File: src/rtl/write_stack_burst.sv
// rtl/write_stack_burst.sv - burst stack-push sequencer with segment limit checks
//
// Purpose: performs 1..MAX_PUSHES pushes (2 or 4 bytes each) on the stack
// described by seg_base/seg_limit/seg_type. For each push it decrements the
// offset, checks the segment rules and issues one write over a req/done
// handshake. On success it reports the final ESP; on a fault it reports the
// original ESP unchanged.
//
// Optional feature macro: WRITE_STACK_BURST_PRECHECK_EN
//   defined   - the first CHECK also validates the lowest offset of the whole
//               frame (and 16/32-bit wrap), so a fault never follows a write.
//   undefined - per-push checks only; wr_count tells how many writes landed.
//
// Ports:
//   clk, rst          clock, asynchronous active-high reset
//   start             one-cycle burst request (ignored unless idle)
//   count             pushes in the burst, clamped to MAX_PUSHES
//   length_dword      1 = 4-byte pushes, 0 = 2-byte pushes
//   esp_in, d_b       starting ESP and stack D/B bit
//   seg_base/limit    stack segment base and scaled limit
//   seg_type          descriptor type bits (code, expand-down, writable, accessed)
//   new_stack         also apply the code/read-only rule
//   fault_check       enable all fault rules
//   push_index        index of the current push; push_data follows it
//   push_data         data for the current push
//   wr_req/wr_linear/wr_data/wr_length, wr_done   memory write handshake
//   busy, done, fault burst status; done/fault are one-cycle pulses
//   esp_out           resulting ESP, valid with done/fault
//   wr_count          number of completed writes

module write_stack_burst #(
  parameter int MAX_PUSHES = 8,
  parameter int CNT_W      = 4
) (
  input  logic             clk,
  input  logic             rst,
  input  logic             start,
  input  logic [CNT_W-1:0] count,
  input  logic             length_dword,
  input  logic [31:0]      esp_in,
  input  logic             d_b,
  input  logic [31:0]      seg_base,
  input  logic [31:0]      seg_limit,
  input  logic [3:0]       seg_type,
  input  logic             new_stack,
  input  logic             fault_check,
  output logic [CNT_W-1:0] push_index,
  input  logic [31:0]      push_data,
  output logic             wr_req,
  output logic [31:0]      wr_linear,
  output logic [31:0]      wr_data,
  output logic [2:0]       wr_length,
  input  logic             wr_done,
  output logic             busy,
  output logic             done,
  output logic             fault,
  output logic [31:0]      esp_out,
  output logic [CNT_W-1:0] wr_count
);

  typedef enum logic [2:0] {
    S_IDLE,
    S_CHECK,
    S_REQ,
    S_DONE,
    S_FAULT
  } state_t;

  localparam logic [CNT_W-1:0] MAX_CNT = CNT_W'(MAX_PUSHES);
  localparam logic [CNT_W-1:0] ONE     = CNT_W'(1);

  state_t           state, state_nxt;
  logic [CNT_W-1:0] cnt_q;
  logic             dword_q;
  logic             d_b_q;
  logic             new_stack_q;
  logic             fchk_q;
  logic [31:0]      esp_in_q;
  logic [31:0]      base_q;
  logic [31:0]      limit_q;
  logic [3:1]       type_q;
  logic [31:0]      cur_q;
  logic [31:0]      off_q;

  // The accessed bit plays no part in the stack rules.
  logic unused_accessed;
  assign unused_accessed = seg_type[0];

  logic [31:0] len32;
  logic [1:0]  lenm1;
  logic [15:0] off16;
  logic [31:0] off_calc;
  logic [31:0] upper;
  logic        expand_down;
  logic        last_push;
  logic        chk_fault;

  // Segment rule for one offset; the caller guarantees off is already
  // reduced to 16 bits when the stack is 16-bit.
  function automatic logic rule_fault(input logic [31:0] off,
                                      input logic [31:0] limit,
                                      input logic [31:0] upr,
                                      input logic [1:0]  lm1,
                                      input logic        exp_down);
    logic [31:0] lm;
    lm = {30'd0, lm1};
    if (exp_down)
      return (off <= limit) || (off > upr) || ((upr - off) < lm);
    else
      return (off > limit) || ((limit - off) < lm);
  endfunction

  assign len32       = dword_q ? 32'd4 : 32'd2;
  assign lenm1       = dword_q ? 2'd3 : 2'd1;
  assign off16       = cur_q[15:0] - len32[15:0];
  assign off_calc    = d_b_q ? (cur_q - len32) : {16'h0000, off16};
  assign upper       = d_b_q ? 32'hFFFF_FFFF : 32'h0000_FFFF;
  assign expand_down = !type_q[3] && type_q[2];
  assign last_push   = ((push_index + ONE) == cnt_q);

`ifdef WRITE_STACK_BURST_PRECHECK_EN
  logic [CNT_W+1:0] frame_bytes;
  logic [31:0]      frame32;
  logic             frame_wrap;
  logic [31:0]      frame_low;
  logic             frame_fault;

  assign frame_bytes = dword_q ? {cnt_q, 2'b00} : {1'b0, cnt_q, 1'b0};
  assign frame32     = {{(32-CNT_W-2){1'b0}}, frame_bytes};
  assign frame_wrap  = d_b_q ? (esp_in_q < frame32)
                             : ({16'h0000, esp_in_q[15:0]} < frame32);
  assign frame_low   = d_b_q ? (esp_in_q - frame32)
                             : {16'h0000, esp_in_q[15:0] - frame32[15:0]};
  // Only the first CHECK validates the whole frame.
  assign frame_fault = (push_index == '0) &&
                       (frame_wrap ||
                        rule_fault(frame_low, limit_q, upper, lenm1, expand_down));
`else
  logic frame_fault;
  assign frame_fault = 1'b0;
`endif

  assign chk_fault = fchk_q &&
                     (rule_fault(off_calc, limit_q, upper, lenm1, expand_down) ||
                      (new_stack_q && (type_q[3] || !type_q[1])) ||
                      frame_fault);

  always_ff @(posedge clk or posedge rst) begin
    if (rst) state <= S_IDLE;
    else     state <= state_nxt;
  end

  always_comb begin
    state_nxt = state;
    wr_req    = 1'b0;
    wr_linear = 32'd0;
    wr_data   = 32'd0;
    wr_length = 3'd0;
    busy      = (state != S_IDLE);
    done      = 1'b0;
    fault     = 1'b0;
    case (state)
      S_IDLE: begin
        if (start) state_nxt = S_CHECK;
      end
      S_CHECK: begin
        // push_index only equals cnt_q here when the burst was empty.
        if (push_index == cnt_q) state_nxt = S_DONE;
        else if (chk_fault)      state_nxt = S_FAULT;
        else                     state_nxt = S_REQ;
      end
      S_REQ: begin
        wr_req    = 1'b1;
        wr_linear = base_q + off_q;
        wr_data   = push_data;
        wr_length = dword_q ? 3'd4 : 3'd2;
        if (wr_done) state_nxt = last_push ? S_DONE : S_CHECK;
      end
      S_DONE: begin
        done      = 1'b1;
        state_nxt = S_IDLE;
      end
      S_FAULT: begin
        fault     = 1'b1;
        state_nxt = S_IDLE;
      end
      default: state_nxt = S_IDLE;
    endcase
  end

  always_ff @(posedge clk or posedge rst) begin
    if (rst) begin
      cnt_q       <= '0;
      dword_q     <= 1'b0;
      d_b_q       <= 1'b0;
      new_stack_q <= 1'b0;
      fchk_q      <= 1'b0;
      esp_in_q    <= 32'd0;
      base_q      <= 32'd0;
      limit_q     <= 32'd0;
      type_q      <= 3'd0;
      cur_q       <= 32'd0;
      off_q       <= 32'd0;
      push_index  <= '0;
      wr_count    <= '0;
      esp_out     <= 32'd0;
    end else begin
      case (state)
        S_IDLE: begin
          if (start) begin
            cnt_q       <= (count > MAX_CNT) ? MAX_CNT : count;
            dword_q     <= length_dword;
            d_b_q       <= d_b;
            new_stack_q <= new_stack;
            fchk_q      <= fault_check;
            esp_in_q    <= esp_in;
            base_q      <= seg_base;
            limit_q     <= seg_limit;
            type_q      <= seg_type[3:1];
            cur_q       <= esp_in;
            push_index  <= '0;
            wr_count    <= '0;
          end
        end
        S_CHECK: begin
          off_q <= off_calc;
          if (push_index == cnt_q)
            esp_out <= d_b_q ? cur_q : {esp_in_q[31:16], cur_q[15:0]};
          else if (chk_fault)
            esp_out <= esp_in_q;
        end
        S_REQ: begin
          if (wr_done) begin
            cur_q      <= off_q;
            push_index <= push_index + ONE;
            wr_count   <= wr_count + ONE;
            if (last_push)
              esp_out <= d_b_q ? off_q : {esp_in_q[31:16], off_q[15:0]};
          end
        end
        default: ;
      endcase
    end
  end

endmodule
File: config.mk
export PLATFORM = sky130hd
export DESIGN_NAME = write_stack_burst
export DESIGN_NICKNAME = d
export VERILOG_FILES = /design/src/rtl/write_stack_burst.sv
export SDC_FILE = /design/constraint.sdc
export NUM_CORES = 1
export LEC_CHECK = 0
export CAP_MARGIN = 15
export CORE_MARGIN = 4
export CORE_UTILIZATION = 24
export CTS_BUF_LIST = sky130_fd_sc_hd__clkbuf_8
export DETAILED_ROUTE_END_ITERATION = 12
export GPL_ROUTABILITY_DRIVEN = 1
export GPL_TIMING_DRIVEN = 0
export PLACE_DENSITY_LB_ADDON = 0.12
export SYNTH_ARGS = -nofsm -noshare
export SYNTH_HDL_FRONTEND = slang
export SYNTH_SLANG_ARGS = --single-unit
File: constraint.sdc
create_clock -name clk -period 9.53 [get_ports clk]
set_clock_uncertainty 0.05 [all_clocks]
set_input_delay 1.906 -clock clk [delete_from_list [all_inputs] [get_ports clk]]
set_output_delay 1.906 -clock clk [all_outputs]
set_load 0.01 [all_outputs]
Word-level counts from Yosys, hierarchy flattened

Index checks and enable logic that the tools add are counted.

Add/sub/neg operators: 7
Multiply operators: 0
Divide/modulo/power cells: 0
Magnitude comparators: 6
Eq/ne operators: 10
Shifts and indexed selects: 0
Mux-type cells: 34
Bitwise operators: 0
Reductions and logical operators: 18

Operators with widths:

| operator                                                               | count |
|---|---|
| 32-bit 2-to-1 mux                                                      | 12 |
| 32-bit one-hot mux with 2 select lines                                 | 2 |
| 32-bit > comparator                                                    | 2 |
| 32-bit by 2-bit < comparator with 1-bit output                         | 2 |
| 32-bit subtractor                                                      | 2 |
| 32-bit adder                                                           | 1 |
| 32-bit <= comparator                                                   | 1 |
| 32-bit by 3-bit subtractor with 32-bit output                          | 1 |
| 3-bit 2-to-1 mux                                                       | 7 |
| 4-bit 2-to-1 mux                                                       | 4 |
| 4-bit one-hot mux with 2 select lines                                  | 2 |
| 16-bit by 3-bit subtractor with 16-bit output                          | 1 |
| 3-bit one-hot mux with 3 select lines                                  | 1 |
| 4-bit by 1-bit adder with 4-bit output (second input constant)         | 2 |
| 4-bit equality test                                                    | 2 |
| 3-bit by 2-bit equality test with 1-bit output (second input constant) | 2 |
| 2-bit inequality test (second input constant)                          | 3 |
| 1-bit logical OR                                                       | 5 |
| 4-bit > comparator (second input constant)                             | 1 |
| 1-bit 2-to-1 mux                                                       | 4 |
| 2-bit 2-to-1 mux                                                       | 2 |
| 2-bit AND reduction                                                    | 2 |
| 4-bit AND reduction                                                    | 1 |
| 2-bit nonzero test                                                     | 2 |
| 8 further kinds                                                        | 11 |

Register bits: 214
Latch bits: 0
RAM bits: 0
Bits in read-only memories: 0
Input bits: 144
Output and inout port bits: 111
Logic and storage cells: 90
Memories kept: 0

Longest topological paths before layout

Word-level depth: 12
Depth in mapped cells: 24
Mapped depth without buffers: 21

Least setup slack after synthesis

Ideal clock, no wire load.

Kind: register -> register
Start point: register dword_q
End point: register esp_out[18]
Setup time: 0.123 ns
Arrival time: 5.385 ns
Data required time: 9.357 ns
Setup slack: 3.972 ns
Stages on the path, launching flop included: 25
Path buffers: 3
Period minus slack after synthesis: 5.558 ns
Cell sequence: dfrtp_1 inv_1 ha_1 fa_1 or4b_2 clkbuf_1 nor3_1 nand4_1 nor3_1 xor2_1 nand2_1 ha_1 clkbuf_1 a21oi_1 o21ai_0 mux2_2 o2111ai_1 a311o_1 nor4b_1 nand4_1 nor4_1 nand4_1 o21a_1 buf_4 o221a_2

Word-level cells in the longest chain between the ends: 11
Elaborated cells between the ends (all ways): 20
Classes of those cells: add/sub: 4; order compare: 5; eq/ne: 1; mux: 4; reduce/logical: 6

RTL lines:

| item                                                                                                           | line     | RTL |
|---|---|---|
| start, declared                                                                                                | 74       | `logic dword_q;` |
| start signal, assigned                                                                                         | 212      | `dword_q <= length_dword;` |
| 3-bit 2-to-1 mux                                                                                               | 113      | `assign len32 = dword_q ? 32'd4 : 32'd2;` |
| 32-bit by 3-bit subtractor with 32-bit output or 16-bit by 3-bit subtractor with 16-bit output (tied branches) | 116, 115 |  |
| 32-bit 2-to-1 mux                                                                                              | 116      | `assign off_calc = d_b_q ? (cur_q - len32) : {16'h0000, off16};` |
| 32-bit subtractor (tied with other cells)                                                                      | 110      | `return (off > limit) \|\| ((limit - off) < lm);` |
| 32-bit by 2-bit < comparator with 1-bit output (tied with other cells)                                         | 110      |  |
| 1-bit logical OR (on tied branches)                                                                            | 110, 108 |  |
| 1-bit 2-to-1 mux *                                                                                             | 107      | `if (exp_down)` |
| 1-bit logical OR *                                                                                             | 144      | `(rule_fault(off_calc, limit_q, upper, lenm1, expand_down) \|\|` |
| 1-bit logical AND *                                                                                            | 143      | `assign chk_fault = fchk_q &&` |
| 3-bit inequality test (no source line) *                                                                       | --       |  |
| 4-bit AND reduction (no source line) *                                                                         | --       |  |
| end signal, assigned                                                                                           | 228      | `esp_out <= d_b_q ? cur_q : {esp_in_q[31:16], cur_q[15:0]};` |
| end signal, assigned                                                                                           | 230      | `esp_out <= esp_in_q;` |
| end signal, assigned                                                                                           | 238      | `esp_out <= d_b_q ? off_q : {esp_in_q[31:16], off_q[15:0]};` |
| end, declared                                                                                                  | 57       | `output logic [31:0] esp_out,` |

Mark *: on every way between the ends. The rest lies on a longest branch, timed or not.
A chain may end at the register's enable or synchronous reset.

Worst setup path after layout

Start point: register dword_q
End point: register esp_out[29]

Same word-level chain as after synthesis.

==> out/summary.txt <==
Final clock period utilization by the worst path: 76.8%
Vias in the first global route: 13700
Max Clk Rate: 137 MHz
Crit end category: flop
WS Path Type: flop to flop
Core box area: 60400 um2
Worst Path Required: 9.99 ns
Worst r2r dst: esp_out[29]$_DFFE_PP0P_
Clock-pin slew on the worst setup and hold paths: 0.06 ns
P&R area growth vs syn: 30.7%
Iteration-0 DRC Markers: 747
Worst path max stage delay: 0.63 ns
Cells on Worst Hold Path: 1
Sequential Power Share: 21.6%
Number of distinct library cells after synthesis: 75
Met2 usage: 28.8%
Commonest cells in the netlist: 214 x dfrtp_1, 187 x nor2_1, 171 x nand2_1
Clk pwr share: 12.0%
Clk_lat worst skew: 0.63 ns
Leakage power total: 7.78 nW
DR DRC count: 0
ANT nets after route: 0
Resize count post-CTS: 0
Worst vdd ir: 0.000111 V
Fillers: 6330
Via density: 4.98
IO Count: 255
# setup viols final: 0
Total setup buffers inserted after CTS: 0
Total routed wirelength: 58100 um
Crit-path max FO: 10
GRT Resource Usage Total: 17.3%
Synth warn: 0
CP dominant cell by count: nand4_1
Logic pwr share: 66.4%
Fin crit period: 7.32 ns
Drt wl/cell: 20.8 um
Cts bufs inserted: 46
Hold_sp: esp_in_q[6]$_DFFE_PP0P_
Number of flops mapped to enable cells by yosys: 0
DRT Pass-1 Iters: 6
Yosys reg bits: 214
Final GP Congestion: 0.889
Syn avg cell area: 8.74 um2
Final Hold Fails: 0
Slew Limit Fails: 0
Worst Max-Slew Pin Slew: 1.04 ns
Initial antenna violation count: 5
P_int: 0.00421 W
Share of the synthesized area in the top cell type: 36.5%
Unrepaired setup endpoints after global routing: no
Vias: 13900
Root buf cell: clkbuf_8
Ys flop type: dfrtp_1
CP max stage cell: o21ai_0
Layout cells sized above 1: 10.0%
Worst EP arrival: 7.78 ns
Critical-path cell list: inv_1, ha_1, fa_1, or4b_2, clkbuf_1, nor3_1, nand4_1, nor3_1, xor2_1, nand2_1, ha_1, clkbuf_1, nand2_1, o21ai_0, a221oi_1, mux2i_1, a21oi_1, nor4b_1, nand4_1, nor4_1, nand4_1, o21a_1, buf_4, o221a_2
Startpoint Class: flop
Buf+Inv Stages, Crit Path: 4
FF-to-FF path depth: 24
Hold Path Class: flop to flop
CTS Sinks: 214
Die W: 255 um
Net Sw Power: 0.00410 W
End-of-flow core utilization: 31.7%
Hold Buf Count CTS: 0
CTS tree: done
R2R setup slack: 2.21 ns
Dominant cell type by area after synthesis: dfrtp_1
Die Area: 65100 um2
Longest Clk Path Bufs: 3
Critical path's top delay family: simple AND/OR/NAND/NOR gates
# port buffers: 252
Netlist Area Pre-Place: 14700 um2
GR peak layer: met2
Initial Utilization: 24.3%
CTS H-Tree Depth: 2
RR Startpoint: dword_q$_DFFE_PP0P_
Hold Path Sink: esp_in_q[6]$_DFFE_PP0P_
Die H: 255 um
Net count after synthesis: 1892
Worst relative slew slack: 30.3%
Gr ovfl total: 0
DPL Wire Length: 46500 um
Sequential share of the synthesized area: 36.5%
Max-cap viol count: 0
Power Density: 434 nW/um2
FFs w/ async S/R, synth: 100%
TNS Setup: 0 ns
Post-Synthesis Cells: 1677
Met3 usage: 2.89%
Met1 Resource Use GR: 23.3%
NumNets Final: 2196
Switch share: 49.3%
Largest cells by area after synthesis: dfrtp_1 37%, mux2_2 7.9%, ha_1 5.8%, nor2_1 4.8%, nand2_1 4.4%
First-pass GRT wire length: 85500 um
Outcome: complete, no violations
Largest net degree at the start of global routing: 105
Cell with the most instances after synthesis: dfrtp_1
Rows: 90
-- cells in the final DEF (no fill, tap or decap), drive strengths merged, types with 7 or more instances in the layout --
| cell type | count |
|---|---|
| a211oi | 10 |
| a21o | 27 |
| a21oi | 95 |
| a31oi | 61 |
| and2 | 48 |
| and3 | 11 |
| buf | 23 |
| clkbuf | 148 |
| clkdlybuf4s50 | 252 |
| dfrtp | 214 |
| ha | 68 |
| inv | 69 |
| mux2 | 103 |
| mux2i | 26 |
| nand2 | 171 |
| nand2b | 18 |
| nand3 | 25 |
| nand3b | 10 |
| nand4 | 14 |
| nor2 | 187 |
| nor2b | 10 |
| nor3 | 34 |
| nor4 | 15 |
| o211ai | 9 |
| o21a | 30 |
| o21ai | 81 |
| o21bai | 7 |
| o221a | 16 |
| o221ai | 18 |
| o22ai | 21 |
| o31ai | 10 |
| or3 | 19 |
| or4 | 12 |
| xnor2 | 32 |
| xor2 | 43 |
-- registers in the layout (all words and copies together), names as in the netlist --
signal,flops
esp_in_q,32
off_q,32
push_index,4
esp_out,32
dword_q,1
type_q,3
wr_count,4
limit_q,32
cnt_q,4
d_b_q,1
cur_q,32
base_q,32
new_stack_q,1
state,3
fchk_q,1
-- per-layer routing --
layer | part of all wire (%) | up-vias
met5 | 0 | -
met4 | 2.4 | 0
met1 | 45 | 6760
met2 | 47 | 410
li1 | - | 6688
met3 | 5.7 | 80
-- cells by family after synthesis --
kind of cell / share of synthesized area, %
AOI/OAI and AO/OA: 19.4
xor gates and xnor gates: 4.48
adders and majority gates: 6.21
buffers and inverters: 4.56
DFF: 36.5
muxes: 9.69
other: 0.0256
and+or+nand+nor: 19.1
-- how the worst max path moves through the flow --
stage | startpoint | end | cells past startpoint
2_1_floorplan | rst | base_q[0]$_DFFE_PP0P_ | 1
3_3_place_gp | rst | off_q[20]$_DFFE_PP0N_ | 2
3_5_place_dp | dword_q$_DFFE_PP0P_ | esp_out[29]$_DFFE_PP0P_ | 24
4_1_cts | dword_q$_DFFE_PP0P_ | esp_out[29]$_DFFE_PP0P_ | 24
5_1_grt | dword_q$_DFFE_PP0P_ | esp_out[20]$_DFFE_PP0P_ | 24
6_report | dword_q$_DFFE_PP0P_ | esp_out[29]$_DFFE_PP0P_ | 24
-- power by group through the flow --
stage / combinational [W] / sequential [W] / clock [W]
after detailed placement: 0.00551 / 0.00181 / 0
after global routing: 0.00610 / 0.00185 / 0.00108
after floorplan: 0.00381 / 0.00164 / 0
final: 0.00552 / 0.00180 / 0.000996
after global placement: 0.00546 / 0.00180 / 0
after CTS: 0.00554 / 0.00180 / 0.00104
-- metrics by stage --
stage	instance area [um2]	instances	hold WS (ns)	setup WS, ns	total power (W)
final	19200	2798	0.455	2.21	0.00831
after global placement	18200	2711	0.439	-1.97	0.00726
after global routing	19200	2797	0.466	1.70	0.00903
after detailed placement	18300	2715	0.446	2.29	0.00732
after floorplan	14700	1677	0.419	1.72	0.00545
after CTS	19100	2795	0.458	2.25	0.00838
-- layout make-up --
| type | count | area (um2) | share of cell area [%] |
|---|---|---|---|
| tap | 782 | 978 | 5.11 |
| inverter | 50 | 195 | 1.02 |
| clock inverter | 26 | 143 | 0.745 |
| clock buffer | 54 | 743 | 3.88 |
| multi-input combinational | 1299 | 8640 | 45.1 |
| timing repair buffer | 256 | 2620 | 13.7 |
| buffer | 114 | 480 | 2.51 |
| antenna | 3 | 7.51 | 0.0392 |
| sequential | 214 | 5360 | 28.0 |
(Power assumes the default switching activity.)
